===== src/rtl/sw_poll_pkg.sv =====
// sw_poll_pkg: FSM state type, PIO register address and event field widths
// shared by the switch poller and its event FIFO.
package sw_poll_pkg;

    typedef enum logic [1:0] {
        S_WAIT = 2'd0,
        S_REQ  = 2'd1,
        S_CAP  = 2'd2
    } poll_state_t;

    localparam logic [1:0] PIO_DATA_ADDR = 2'b00;
    localparam int         SW_W_DEF      = 18;

    // Event word is {changed-mask, new-value}, each SW_W bits wide.
    function automatic int evt_width(input int sw_w);
        return 2 * sw_w;
    endfunction

endpackage


===== src/rtl/sw_evt_fifo.sv =====
// sw_evt_fifo: registered first-word-fall-through FIFO; head reads 0 when empty.
// A push while full is only taken when a pop happens in the same cycle.
module sw_evt_fifo #(
    parameter int WIDTH = 36,
    parameter int DEPTH = 8
) (
    input  logic                     clk,
    input  logic                     reset_n,
    input  logic                     push,
    input  logic                     pop,
    input  logic [WIDTH-1:0]         data_in,
    output logic [WIDTH-1:0]         head,
    output logic                     full,
    output logic                     empty,
    output logic [$clog2(DEPTH):0]   count
);

    localparam int AW = $clog2(DEPTH);

    logic [WIDTH-1:0] mem [DEPTH];
    logic [AW-1:0]    wr_ptr;
    logic [AW-1:0]    rd_ptr;
    logic             do_push;
    logic             do_pop;

    assign empty   = (count == '0);
    assign full    = (count == (AW + 1)'(DEPTH));
    assign do_pop  = pop & ~empty;
    assign do_push = push & (~full | do_pop);
    assign head    = empty ? '0 : mem[rd_ptr];

    always_ff @(posedge clk or negedge reset_n) begin
        if (!reset_n) begin
            wr_ptr <= '0;
            rd_ptr <= '0;
            count  <= '0;
        end else begin
            if (do_push) wr_ptr <= wr_ptr + 1'b1;
            if (do_pop)  rd_ptr <= rd_ptr + 1'b1;
            if (do_push && !do_pop)
                count <= count + 1'b1;
            else if (!do_push && do_pop)
                count <= count - 1'b1;
        end
    end

    always_ff @(posedge clk) begin
        if (do_push) mem[wr_ptr] <= data_in;
    end

endmodule


===== src/rtl/sw_poll_ctrl.sv =====
// sw_poll_ctrl: polls the switch PIO at a fixed rate, debounces samples and queues
// {mask, value} change events. `define SW_POLL_IRQ_EN adds a registered irq output.
module sw_poll_ctrl
    import sw_poll_pkg::*;
#(
    parameter int SW_W       = SW_W_DEF,
    parameter int POLL_DIV   = 50000,
    parameter int DEB_CNT    = 4,
    parameter int FIFO_DEPTH = 8
) (
    input  logic                          clk,
    input  logic                          reset_n,
    input  logic                          enable,
    output logic [1:0]                    pio_address,
    output logic                          pio_read,
    input  logic [31:0]                   pio_readdata,
    output logic [SW_W-1:0]               stable_sw,
    output logic                          evt_valid,
    input  logic                          evt_ready,
    output logic [evt_width(SW_W)-1:0]    evt_data,
    output logic                          evt_overflow,
    input  logic                          ovf_clr
`ifdef SW_POLL_IRQ_EN
    ,
    output logic                          irq
`endif
);

    localparam int EVT_W = evt_width(SW_W);
    localparam int DIV_W = $clog2(POLL_DIV);
    localparam int MW    = (DEB_CNT > 1) ? $clog2(DEB_CNT) : 1;
    localparam int CW    = $clog2(FIFO_DEPTH) + 1;

    localparam logic [DIV_W-1:0] DIV_LAST = DIV_W'(POLL_DIV - 3);
    localparam logic [MW-1:0]    DEB_LAST = MW'(DEB_CNT - 1);

    poll_state_t      state;
    poll_state_t      state_nxt;
    logic [DIV_W-1:0] div_cnt;
    logic [DIV_W-1:0] div_nxt;
    logic             capture;

    logic [SW_W-1:0]  sample;
    logic [SW_W-1:0]  cand;
    logic [MW-1:0]    match_cnt;
    logic [MW-1:0]    cnt_n;
    logic             commit;
    logic             drop;
    logic [EVT_W-1:0] evt_word;

    logic             fifo_full;
    logic             fifo_empty;
    logic [CW-1:0]    fifo_count;
    logic             unused_bits;

    assign pio_address = PIO_DATA_ADDR;

    always_ff @(posedge clk or negedge reset_n) begin
        if (!reset_n) begin
            state   <= S_WAIT;
            div_cnt <= '0;
        end else begin
            state   <= state_nxt;
            div_cnt <= div_nxt;
        end
    end

    // WAIT + REQ + CAP spans POLL_DIV cycles, so WAIT terminates at POLL_DIV-3.
    always_comb begin
        state_nxt = state;
        div_nxt   = div_cnt;
        pio_read  = 1'b0;
        capture   = 1'b0;
        unique case (state)
            S_WAIT: begin
                if (enable) begin
                    if (div_cnt == DIV_LAST) begin
                        state_nxt = S_REQ;
                        div_nxt   = '0;
                    end else begin
                        div_nxt = div_cnt + 1'b1;
                    end
                end
            end
            S_REQ: begin
                pio_read  = 1'b1;
                state_nxt = S_CAP;
            end
            S_CAP: begin
                capture   = 1'b1;
                state_nxt = S_WAIT;
            end
            default: state_nxt = S_WAIT;
        endcase
    end

    assign sample      = pio_readdata[SW_W-1:0];
    assign unused_bits = ^{pio_readdata[31:SW_W], fifo_count};

    always_comb begin
        cnt_n = '0;
        if (sample == cand)
            cnt_n = (match_cnt == DEB_LAST) ? match_cnt : match_cnt + 1'b1;
    end

    assign commit   = capture && (cnt_n == DEB_LAST) && (sample != stable_sw);
    assign evt_word = {sample ^ stable_sw, sample};
    assign drop     = commit && fifo_full && !evt_ready;

    always_ff @(posedge clk or negedge reset_n) begin
        if (!reset_n) begin
            cand         <= '0;
            match_cnt    <= '0;
            stable_sw    <= '0;
            evt_overflow <= 1'b0;
        end else begin
            if (capture) begin
                cand      <= sample;
                match_cnt <= cnt_n;
            end
            if (commit) stable_sw <= sample;
            // A drop in the same cycle as ovf_clr keeps the flag set.
            if (drop)
                evt_overflow <= 1'b1;
            else if (ovf_clr)
                evt_overflow <= 1'b0;
        end
    end

    sw_evt_fifo #(
        .WIDTH (EVT_W),
        .DEPTH (FIFO_DEPTH)
    ) u_fifo (
        .clk     (clk),
        .reset_n (reset_n),
        .push    (commit),
        .pop     (evt_ready),
        .data_in (evt_word),
        .head    (evt_data),
        .full    (fifo_full),
        .empty   (fifo_empty),
        .count   (fifo_count)
    );

    assign evt_valid = ~fifo_empty;

`ifdef SW_POLL_IRQ_EN
    always_ff @(posedge clk or negedge reset_n) begin
        if (!reset_n)
            irq <= 1'b0;
        else
            irq <= ~fifo_empty | evt_overflow;
    end
`endif

endmodule


===== config.mk =====
export PLATFORM = sky130hd
export DESIGN_NAME = sw_poll_ctrl
export DESIGN_NICKNAME = d
export VERILOG_FILES = /design/src/rtl/sw_poll_pkg.sv /design/src/rtl/sw_evt_fifo.sv /design/src/rtl/sw_poll_ctrl.sv
export SDC_FILE = /design/constraint.sdc
export NUM_CORES = 1
export LEC_CHECK = 0
export ABC_CLOCK_PERIOD_IN_PS = 6000
export CELL_PAD_IN_SITES_DETAIL_PLACEMENT = 1
export CELL_PAD_IN_SITES_GLOBAL_PLACEMENT = 1
export CORE_ASPECT_RATIO = 0.75
export CORE_MARGIN = 3
export CORE_UTILIZATION = 53
export CTS_BUF_LIST = sky130_fd_sc_hd__clkbuf_8
export CTS_CLUSTER_SIZE = 40
export DETAILED_ROUTE_END_ITERATION = 8
export PLACE_DENSITY_LB_ADDON = 0.05
export REMOVE_ABC_BUFFERS = 1
export SLEW_MARGIN = 20
export SYNTH_ARGS = -nofsm -noshare
export SYNTH_HDL_FRONTEND = slang
export SYNTH_HIERARCHICAL = 1
export SYNTH_SLANG_ARGS = --single-unit

===== constraint.sdc =====
create_clock -name clk -period 6 [get_ports clk]
set_clock_uncertainty 0.15 [all_clocks]
set_input_delay 0.9 -clock clk [delete_from_list [all_inputs] [get_ports clk]]
set_output_delay 0.9 -clock clk [all_outputs]
set_load 0.01 [all_outputs]

==> results.md <==
* Crit share post-route at 78.89%
* Post-Synthesis Mean Instance Area at 19.88 um2
* Hold slack final at 0.3112 ns
* H-Tree Depth at 2
* Slew headroom at 28.99%
* Max Cap Violations at 0
* Register area share after synthesis at 72.35%
* Post CTS Setup Buffer Count at 0
* Area growth syn-to-layout at 16.67%
* Fin nets at 886
* Register bit total from synthesis at 355
* Count leader, synth: edfxtp_1
* CTS tree: done
* Layout cell share with drive strength beyond 1 at 25.70%
* Synth Instances at 718
* CP Cell Sequence: clkdlybuf4s50_1, xor2_1, nor4_2, nand3_1, nor2_1, nor2_1, o21ai_2, inv_1, ha_1, inv_1, ha_1, or4_1, o211ai_1, o211ai_1
* Vias/cell at 5.884
* TritonCTS Buffers at 54
* P per Cell Area at 289.5 nW/um2
* RePlAce Congestion at 0.7613
* Clock share of power at 41.4%
* Crit start category: input port
* Finished Core Util at 63.48%
* Worst path max stage delay at 0.77 ns
* Routed len/inst at 25.62 um
* Via count at 7243
* Library cells used by synthesis at 55
* Core Region at 26230 um2
* Final setup vio count at 0
* Unrepaired setup endpoints after global routing: false
* Routed WL at 31.53 mm
* Sw Share at 20.77%
* Max rail drop VDD at 0.1882 mV
* Switching pwr at 0.001001 W
* Die area at 28950 um2
* Largest net degree at the start of global routing at 68
* Met1 usage at 32.31%
* Ys Warns at 6
* First-pass GRT wire length at 48.79 mm
* Crit path DAT at 5.05 ns
* Async SR Flop Fraction at 18.87%
* Gr usage total at 22.34%
* Placed wire-length estimate at 17.65 mm
* Comb power frac at 2.4%
* Critical Path End Type: flop
* Area share of the largest cell type after synthesis at 60.60%
* Post-cts resize count at 0
* Most used DFF post-synth: edfxtp_1
* Max-slew violations at 0
* # hold bufs at CTS at 0
* Fmax at 211.3 MHz
* Post-Synthesis Cell Area at 14270 um2
* Status: finished clean
* I/O Buffers at 79
* Internal power at 0.003818 W
* Clock-pin slew on the worst setup and hold paths at 0.06 ns
* Sink Count at 355
* Initial antenna violation count at 0
* Final hold vios at 0
* Clock root cell: clkbuf_8
* Pre-antenna DRT Iters at 5
* Initial drt markers at 674
* Initial core utilization at 54.42%
* ANT nets after route at 0
* Antenna cell count at 0
* Flop pwr share at 56.2%
* Slew @ Worst Pin at 1.060 ns
* CP Max Fanout at 12
* Fill cells at 2197
* Buffers plus inverters on the worst setup path at 3
* Leakage Power at 5.804 nW
* Worst hold-check path type: in -> async
* Min Tclk post-route at 4.733 ns
* DIE HEIGHT at 148.1 um
* Die Wd at 195.5 um
* Area leader, netlist: edfxtp_1
* Multi-input logic area at 3781 um2
* M3 GR Usage at 3.895%
* Num rows at 51
* DRC errors left at 0
* Req. time, crit path at 6.32 ns
* Top cells by count, synth: 288 x edfxtp_1, 72 x mux4_2, 67 x dfrtp_1
* Worst-Skew Late Latency at 0.60 ns
* Grt met2 use at 36.16%
* Bufs on Longest Clock Path at 3
* Gr ovfl total at 0
* Kind of cell adding the most delay to the critical path: simple AND/OR/NAND/NOR gates
* GR peak layer: met2
* I/O Pins at 96
* Top post-synthesis cells by area: edfxtp_1 61%, dfrtp_1 12%, mux4_2 11%, mux2_2 2.4%, a22o_1 1.8%
* EDFF count, synth at 288
* Kind of critical path: in -> reg
* Vias in the first global route at 8066
* FF+latch area at 10330 um2
* Slowest stage cell, crit path: xor2_1
## metal layers
| metal | wire length, um | share of wire [%] |
|---|---|---|
| met5 | 0 | 0 |
| met4 | 508 | 1.6 |
| met3 | 1538 | 4.9 |
| met2 | 15260 | 48 |
| met1 | 14230 | 45 |
## power by group through the flow
| stage | combinational (W) | sequential, W | clock [W] |
|---|---|---|---|
| floorplan | 0.0000510 | 0.00275 | 0 |
| global placement | 0.000109 | 0.00276 | 0 |
| detailed placement | 0.000119 | 0.00276 | 0 |
| CTS | 0.000119 | 0.00271 | 0.00205 |
| global route | 0.000133 | 0.00271 | 0.00218 |
| finish | 0.000116 | 0.00271 | 0.00199 |
## placed cells by master, fill, tap and decap left out, drive strengths merged, types with 9 or more instances in the layout
| cell type | n |
|---|---|
| a22o | 36 |
| clkbuf | 64 |
| xnor2 | 29 |
| clkdlybuf4s50 | 78 |
| mux2 | 39 |
| edfxtp | 288 |
| o21ai | 9 |
| inv | 33 |
| nand2 | 13 |
| clkinv | 10 |
| xor2 | 24 |
| dfrtp | 67 |
| nor2 | 17 |
| buf | 19 |
| mux4 | 72 |
## sequential cells by signal, summed over array words and instances (netlist names)
register and count:
u_fifo/mem 288, cand 18, stable_sw 18, div_cnt 16, u_fifo/count 4, u_fifo/rd_ptr 3, u_fifo/wr_ptr 3, match_cnt 2
state 2, evt_overflow 1
## worst register-to-register path: stages (launching register included)
cell and delay [ns]:
dfrtp_1 0.41, xor2_1 0.73, nor4_2 0.13, nand3_1 0.23, nor2_1 0.07, nor2_1 0.36
o21ai_2 0.24, inv_1 0.11, ha_1 0.27, inv_1 0.14, ha_1 0.36, or4_1 0.52
o211ai_1 0.12, o211ai_1 0.10
## cells by family after synthesis
| family | synth area share, % |
|---|---|
| other | 0.02628 |
| AND/OR/NAND/NOR | 3.902 |
| adder cells (fa/ha/maj) | 0.7540 |
| buffers and inverters | 1.578 |
| XOR/XNOR | 3.253 |
| flip-flops | 72.35 |
| AO/OA/AOI/OAI | 3.393 |
| multiplexers | 14.75 |
## path summary, 6_finish.rpt
path,from,to,slack [ns],cells after the start
worst max-delay path,pio_readdata[7],u_fifo/count[3],1.27,14
worst min-delay path,reset_n,div_cnt[8],0.31,1
worst max register to register,stable_sw[7],u_fifo/count[3],1.95,13
worst min register to register,div_cnt[11],div_cnt[11],0.36,1
max in group asynchronous,reset_n,u_fifo/rd_ptr[0],4.69,1
min in group clk,div_cnt[11],div_cnt[11],0.36,1
## stage by stage
stage / cells / setup TNS [ns] / cell area, um2 / power, W / setup slack, ns
3_3_place_gp: 1129 / 0 / 15540 / 0.002866 / 0.9808
3_5_place_dp: 1129 / 0 / 15540 / 0.002877 / 0.6815
5_1_grt: 1231 / 0 / 16650 / 0.005020 / 1.074
2_1_floorplan: 688 / -2.675 / 14080 / 0.002802 / -0.07430
6_report: 1231 / 0 / 16650 / 0.004819 / 1.267
4_1_cts: 1231 / 0 / 16650 / 0.004876 / 1.329
## area by class of cell
type,count,share of cell area (%)
clock buffers,64,5.290
clock inverters,38,1.345
inverters,8,0.1804
multi-input cells,325,22.71
flip-flops and latches,355,62.04
well taps,344,2.585
repair buffers,97,5.847
Power figures use the tool's default switching activity.
